## src/rtl/systolic_operand_feeder.sv

```systemverilog
// Operand feeder for the mac_unit systolic array: buffers one K-deep block
// loaded over valid/ready, then streams it to the array edge with lane i delayed i cycles.
module systolic_operand_feeder #(
  parameter int unsigned IP_SIZE = 8,
  parameter int unsigned N       = 4,
  parameter int unsigned K       = 4
) (
  input  logic                 clk,
  input  logic                 rst,
  input  logic                 in_valid,
  output logic                 in_ready,
  input  logic [N*IP_SIZE-1:0] in_data,
  input  logic                 go,
  output logic                 out_valid,
  output logic [N*IP_SIZE-1:0] out_data,
  output logic                 done,
  output logic                 busy
);

  localparam int unsigned W      = N * IP_SIZE;
  localparam int unsigned LCW    = $clog2(K + 1);
  localparam int unsigned TCW    = $clog2(K + N);
  localparam int unsigned TCW1   = TCW + 1;
  localparam int unsigned KIW    = (K > 1) ? $clog2(K) : 1;
  localparam int unsigned LAST_T = K + N - 2;
  localparam int unsigned END_T  = K + N - 1;

  typedef enum logic [1:0] {
    ST_IDLE,
    ST_FULL,
    ST_STREAM
  } state_e;

  state_e           state_q, state_d;
  logic [LCW-1:0]   load_cnt_q, load_cnt_d;
  logic [TCW-1:0]   t_q, t_d;
  logic [W-1:0]     buf_q [K];
  logic [W-1:0]     buf_d [K];
  logic             in_ready_q, in_ready_d;
  logic             out_valid_q, out_valid_d;
  logic [W-1:0]     out_data_q, out_data_d;
  logic             done_q, done_d;
  logic             busy_q, busy_d;

  logic [TCW-1:0]   t_sel;
  logic [W-1:0]     beat_c;

  // Skewed beat for index t_sel: lane i shows row t_sel-i while that row exists.
  always_comb begin
    logic [TCW:0] diff;
    diff   = '0;
    t_sel  = (state_q == ST_STREAM) ? t_q : '0;
    beat_c = '0;
    for (int i = 0; i < int'(N); i++) begin
      diff = {1'b0, t_sel} - TCW1'(i);
      if (!diff[TCW] && (diff < TCW1'(K))) begin
        beat_c[i*IP_SIZE +: IP_SIZE] = buf_q[KIW'(diff)][i*IP_SIZE +: IP_SIZE];
      end
    end
  end

  always_comb begin
    state_d     = state_q;
    load_cnt_d  = load_cnt_q;
    t_d         = t_q;
    buf_d       = buf_q;
    out_valid_d = 1'b0;
    out_data_d  = '0;
    done_d      = 1'b0;

    case (state_q)
      ST_IDLE: begin
        if (in_valid) begin
          buf_d[KIW'(load_cnt_q)] = in_data;
          if (load_cnt_q == LCW'(K - 1)) begin
            state_d    = ST_FULL;
            load_cnt_d = '0;
          end else begin
            load_cnt_d = load_cnt_q + LCW'(1);
          end
        end
      end
      ST_FULL: begin
        if (go) begin
          state_d     = ST_STREAM;
          out_valid_d = 1'b1;
          out_data_d  = beat_c;
          done_d      = (t_sel == TCW'(LAST_T));
          t_d         = t_sel + TCW'(1);
        end
      end
      ST_STREAM: begin
        // t_q indexes the beat to present after this edge; END_T means the last one has shown.
        if (t_q == TCW'(END_T)) begin
          state_d    = ST_IDLE;
          t_d        = '0;
          load_cnt_d = '0;
        end else begin
          out_valid_d = 1'b1;
          out_data_d  = beat_c;
          done_d      = (t_sel == TCW'(LAST_T));
          t_d         = t_sel + TCW'(1);
        end
      end
      default: begin
        state_d    = ST_IDLE;
        t_d        = '0;
        load_cnt_d = '0;
      end
    endcase

    in_ready_d = (state_d == ST_IDLE);
    busy_d     = (state_d != ST_IDLE);
  end

  always_ff @(posedge clk) begin
    if (rst) begin
      state_q     <= ST_IDLE;
      load_cnt_q  <= '0;
      t_q         <= '0;
      in_ready_q  <= 1'b1;
      out_valid_q <= 1'b0;
      out_data_q  <= '0;
      done_q      <= 1'b0;
      busy_q      <= 1'b0;
    end else begin
      state_q     <= state_d;
      load_cnt_q  <= load_cnt_d;
      t_q         <= t_d;
      in_ready_q  <= in_ready_d;
      out_valid_q <= out_valid_d;
      out_data_q  <= out_data_d;
      done_q      <= done_d;
      busy_q      <= busy_d;
    end
  end

  // Buffer contents are only read after a full reload, so they need no reset.
  always_ff @(posedge clk) begin
    buf_q <= buf_d;
  end

  assign in_ready  = in_ready_q;
  assign out_valid = out_valid_q;
  assign out_data  = out_data_q;
  assign done      = done_q;
  assign busy      = busy_q;

endmodule

```

## config.mk

```make
export PLATFORM = sky130hd
export DESIGN_NAME = systolic_operand_feeder
export DESIGN_NICKNAME = d
export VERILOG_FILES = /design/src/rtl/systolic_operand_feeder.sv
export SDC_FILE = /design/constraint.sdc
export NUM_CORES = 1
export LEC_CHECK = 0
export BUFFER_PORTS_ARGS = -buffer_cell sky130_fd_sc_hd__buf_4
export CORE_MARGIN = 3
export CORE_UTILIZATION = 50
export DETAILED_ROUTE_END_ITERATION = 12
export PLACE_DENSITY = 0.73
export REMOVE_ABC_BUFFERS = 1
export SYNTH_ARGS = -nofsm -noshare
export SYNTH_HDL_FRONTEND = slang
export SYNTH_SLANG_ARGS = --single-unit
```

## constraint.sdc

```tcl
create_clock -name clk -period 2.7 [get_ports clk]
set_input_delay 0.27 -clock clk [delete_from_list [all_inputs] [get_ports clk]]
set_output_delay 0.27 -clock clk [all_outputs]
set_load 0.01 [all_outputs]
```

==> results.py <==
metrics = {
    "worst_setup_path": {
        "cp_cell_sequence": "inv_1, ha_1, nand2_1, inv_1, ha_1, nand3b_1, a311oi_1",
        "cp_slowest_stage_delay_ps": 470,
        "ff2ff_setup_slack_ps": 230,
        "critPathTopFamily": "adder cells",
        "arrival_ps": 2750,
        "crit_path_max_fanout": 10,
        "startpoint_type": "register",
        "path_buf_inv": 2,
        "critPathCaptureType": "register",
        "crit_slowest_cell": "ha_1",
        "required_ps": 2990,
        "path_class": "reg -> reg",
    },
    "power": {
        "p_sw_share_pct": 18.53,
        "combPwrFrac_pct": 3.8,
        "p_seq_share_pct": 50.9,
        "p_int_mw": 4.771,
        "power_mw": 5.855,
        "switching_power_mw": 1.085,
        "ir_drop_mv": 0.4023,
        "p_per_area_nw_per_um2": 748.3,
        "power.leakage_nw": 2.848,
        "clkPwrFrac_pct": 45.3,
    },
    "routing": {
        "first_pass_iters": 4,
        "vias": 3479,
        "drt_iter0_markers": 166,
        "remaining_drc_errors": 0,
        "ant_nets": 0,
        "wl_per_cell_microns": 18.77,
        "drt-total-wl_microns": 11960,
        "via_per_inst": 5.462,
    },
    "clock_network": {
        "cts.clk_slew.worst_paths_ps": 60,
        "h-tree-depth": 4,
        "cts-root-buf": "clkbuf_16",
        "clkSinkCount": 172,
        "post_cts_buffers": 0,
        "clock_path_buffers": 2,
        "cts_tree": "built",
        "cts_hold_buffers": 0,
        "post_cts_resized": 0,
        "cts_buffers": 17,
        "clkLatencyLatePin_ps": 420,
    },
    "global_route": {
        "grt_pass1_wl_microns": 19380,
        "grt_max_degree": 26,
        "grt_pass1_vias": 3677,
        "grt.total_usage_pct": 18.07,
        "grt_overflow": 0,
        "antenna_found_initial": 0,
    },
    "synth": {
        "synth_top_cell_by_area": "edfxtp_1",
        "synth_enable_flop_cells": 128,
        "syn_avg_cell_area_sq_um": 17.07,
        "ys_ff_latch": 172,
        "ys_types": 45,
        "synth-compound-area-share_pct": 6.901,
        "syn_area_sq_um": 6419,
        "yosys-top-cells-area": "edfxtp_1, dfxtp_1, mux4_2",
        "synthXorXnorAreaFrac_pct": 0.1365,
        "synth_fa_ha_area_share_pct": 2.339,
        "synth.area.mux_share_pct": 7.037,
        "synthSimpleGateAreaFrac_pct": 7.739,
        "ys_seq_area_share_pct": 73.61,
        "async_flop_share_pct": 0,
        "synth_top_area_share_pct": 59.88,
        "synthCells": 376,
        "synth_flop_cell": "edfxtp_1",
        "synth_top_family_by_area": "simple AND/OR/NAND/NOR gates",
        "synth_warnings": 0,
    },
    "sta": {
        "finalSetupViolCount": 0,
        "fmax_ghz": 0.4054,
        "clock_skew_ps": 4.723,
        "rsz0062_at_grt": "false",
        "fin_tns_setup_ps": 0,
        "report.final.slew_viol_count": 0,
        "min_period_ps": 2466,
        "finalHoldViolations": 0,
        "maxSlewHeadroom_pct": 55.36,
        "worst_pin_slew_ps": 666.6,
        "post-route-period-util_pct": 91.35,
    },
    "floorplan": {
        "die_y_microns": 119.3,
        "rows": 40,
        "start_util_pct": 52.35,
        "dieWidth_microns": 119.3,
        "dieArea_sq_um": 14230,
        "ios": 72,
        "core_area_sq_um": 12260,
    },
    "run_status": {
        "outcome": "finished clean",
    },
    "final_layout": {
        "layout-drive-gt1-share_pct": 28.57,
        "final_nets": 504,
        "mostFrequentLayoutCell": "edfxtp_1",
        "multiInputGateArea_sq_um": 1555,
        "finish.utilization_pct": 63.82,
        "layout_common_cells": "edfxtp_1, buf_4, dfxtp_1, nor2b_1, a211oi_1",
        "diodes": 0,
        "syn_to_final_growth_pct": 21.91,
        "nFillCells": 852,
        "seqCellArea_sq_um": 4726,
    },
    "worst_hold_path": {
        "hold_class": "in -> reg",
    },
    "placed_design": {
        "io_buffers": 71,
        "gp_congestion": 0.7905,
        "post-dp-hpwl_microns": 7372,
    },
    "job": {
        "maxCapViolations": 0,
    },
}
-- synthesized netlist by cell type (2+ instances only) --
cell type,instances
a211oi_1,24
a21o_1,2
a21oi_1,8
a311oi_1,9
and2_1,10
and3_1,4
buf_1,2
buf_2,7
buf_6,4
clkbuf_1,5
dfxtp_1,44
edfxtp_1,128
ha_1,12
inv_1,7
mux2i_1,8
mux4_2,16
nand2_1,16
nand3_1,13
nor2_1,4
nor2b_1,25
nor3b_1,2
o21ai_0,3
-- worst paths after layout --
kind / startpoint / cells past startpoint / endpoint
max: state_q[0] / 7 / out_data[19]
min: in_data[21] / 1 / buf_q[21]
max reg2reg: state_q[0] / 7 / out_data[19]
min reg2reg: load_cnt_q[2] / 1 / load_cnt_q[2]
-- layout make-up --
cell class,instances,area share (%)
repair buffers,80,8.315
clock buffers,18,5.484
multi-input cells,177,19.88
well taps,168,2.686
clock inverters,14,2.862
inverters,8,0.3838
flip-flops and latches,172,60.39
-- power by group through the flow --
stage               clock network [mW]  logic, mW  registers [mW]
global placement                     0      0.218            3.03
global route                      2.80      0.247            2.99
finish                            2.65      0.223            2.98
CTS                               2.69      0.228            2.98
detailed placement                   0      0.225            3.04
floorplan                            0      0.100            3.03
-- cells by family (layout without fill, tap and decap cells) --
logic type	Yosys count	after routing
XOR/XNOR	1	1
multiplexers	25	25
adder cells (fa/ha/maj)	12	12
flip-flops	172	172
AND/OR/NAND/NOR	85	85
AO/OA/AOI/OAI	54	54
buffers and inverters	27	120
-- through the flow --
stage / instance area (sq um) / std cells / hold WS [ps] / setup WS [ps]
6_report: 7825 / 637 / 45.53 / 233.5
5_1_grt: 7825 / 637 / 31.06 / 47.00
4_1_cts: 7825 / 637 / 25.81 / 277.8
3_5_place_dp: 7172 / 605 / 474.2 / 292.8
3_3_place_gp: 7172 / 605 / 469.3 / 337.9
2_1_floorplan: 6305 / 357 / 339.1 / 24.17
-- state kept, by name (all words and copies together) (netlist names) --
name        flops
buf_q         128
out_data       32
load_cnt_q      3
t_q             3
state_q         2
busy            1
done            1
in_ready        1
out_valid       1
-- per-layer routing --
metal | wire length (microns) | up-vias | global-route usage [%]
met5 | 0 | - | 0
met4 | 306 | 0 | 7.802
met3 | 560 | 28 | 5.603
met2 | 6112 | 75 | 29.81
met1 | 4980 | 1757 | 22.05
li1 | - | 1619 | -
(Power assumes the default switching activity.)
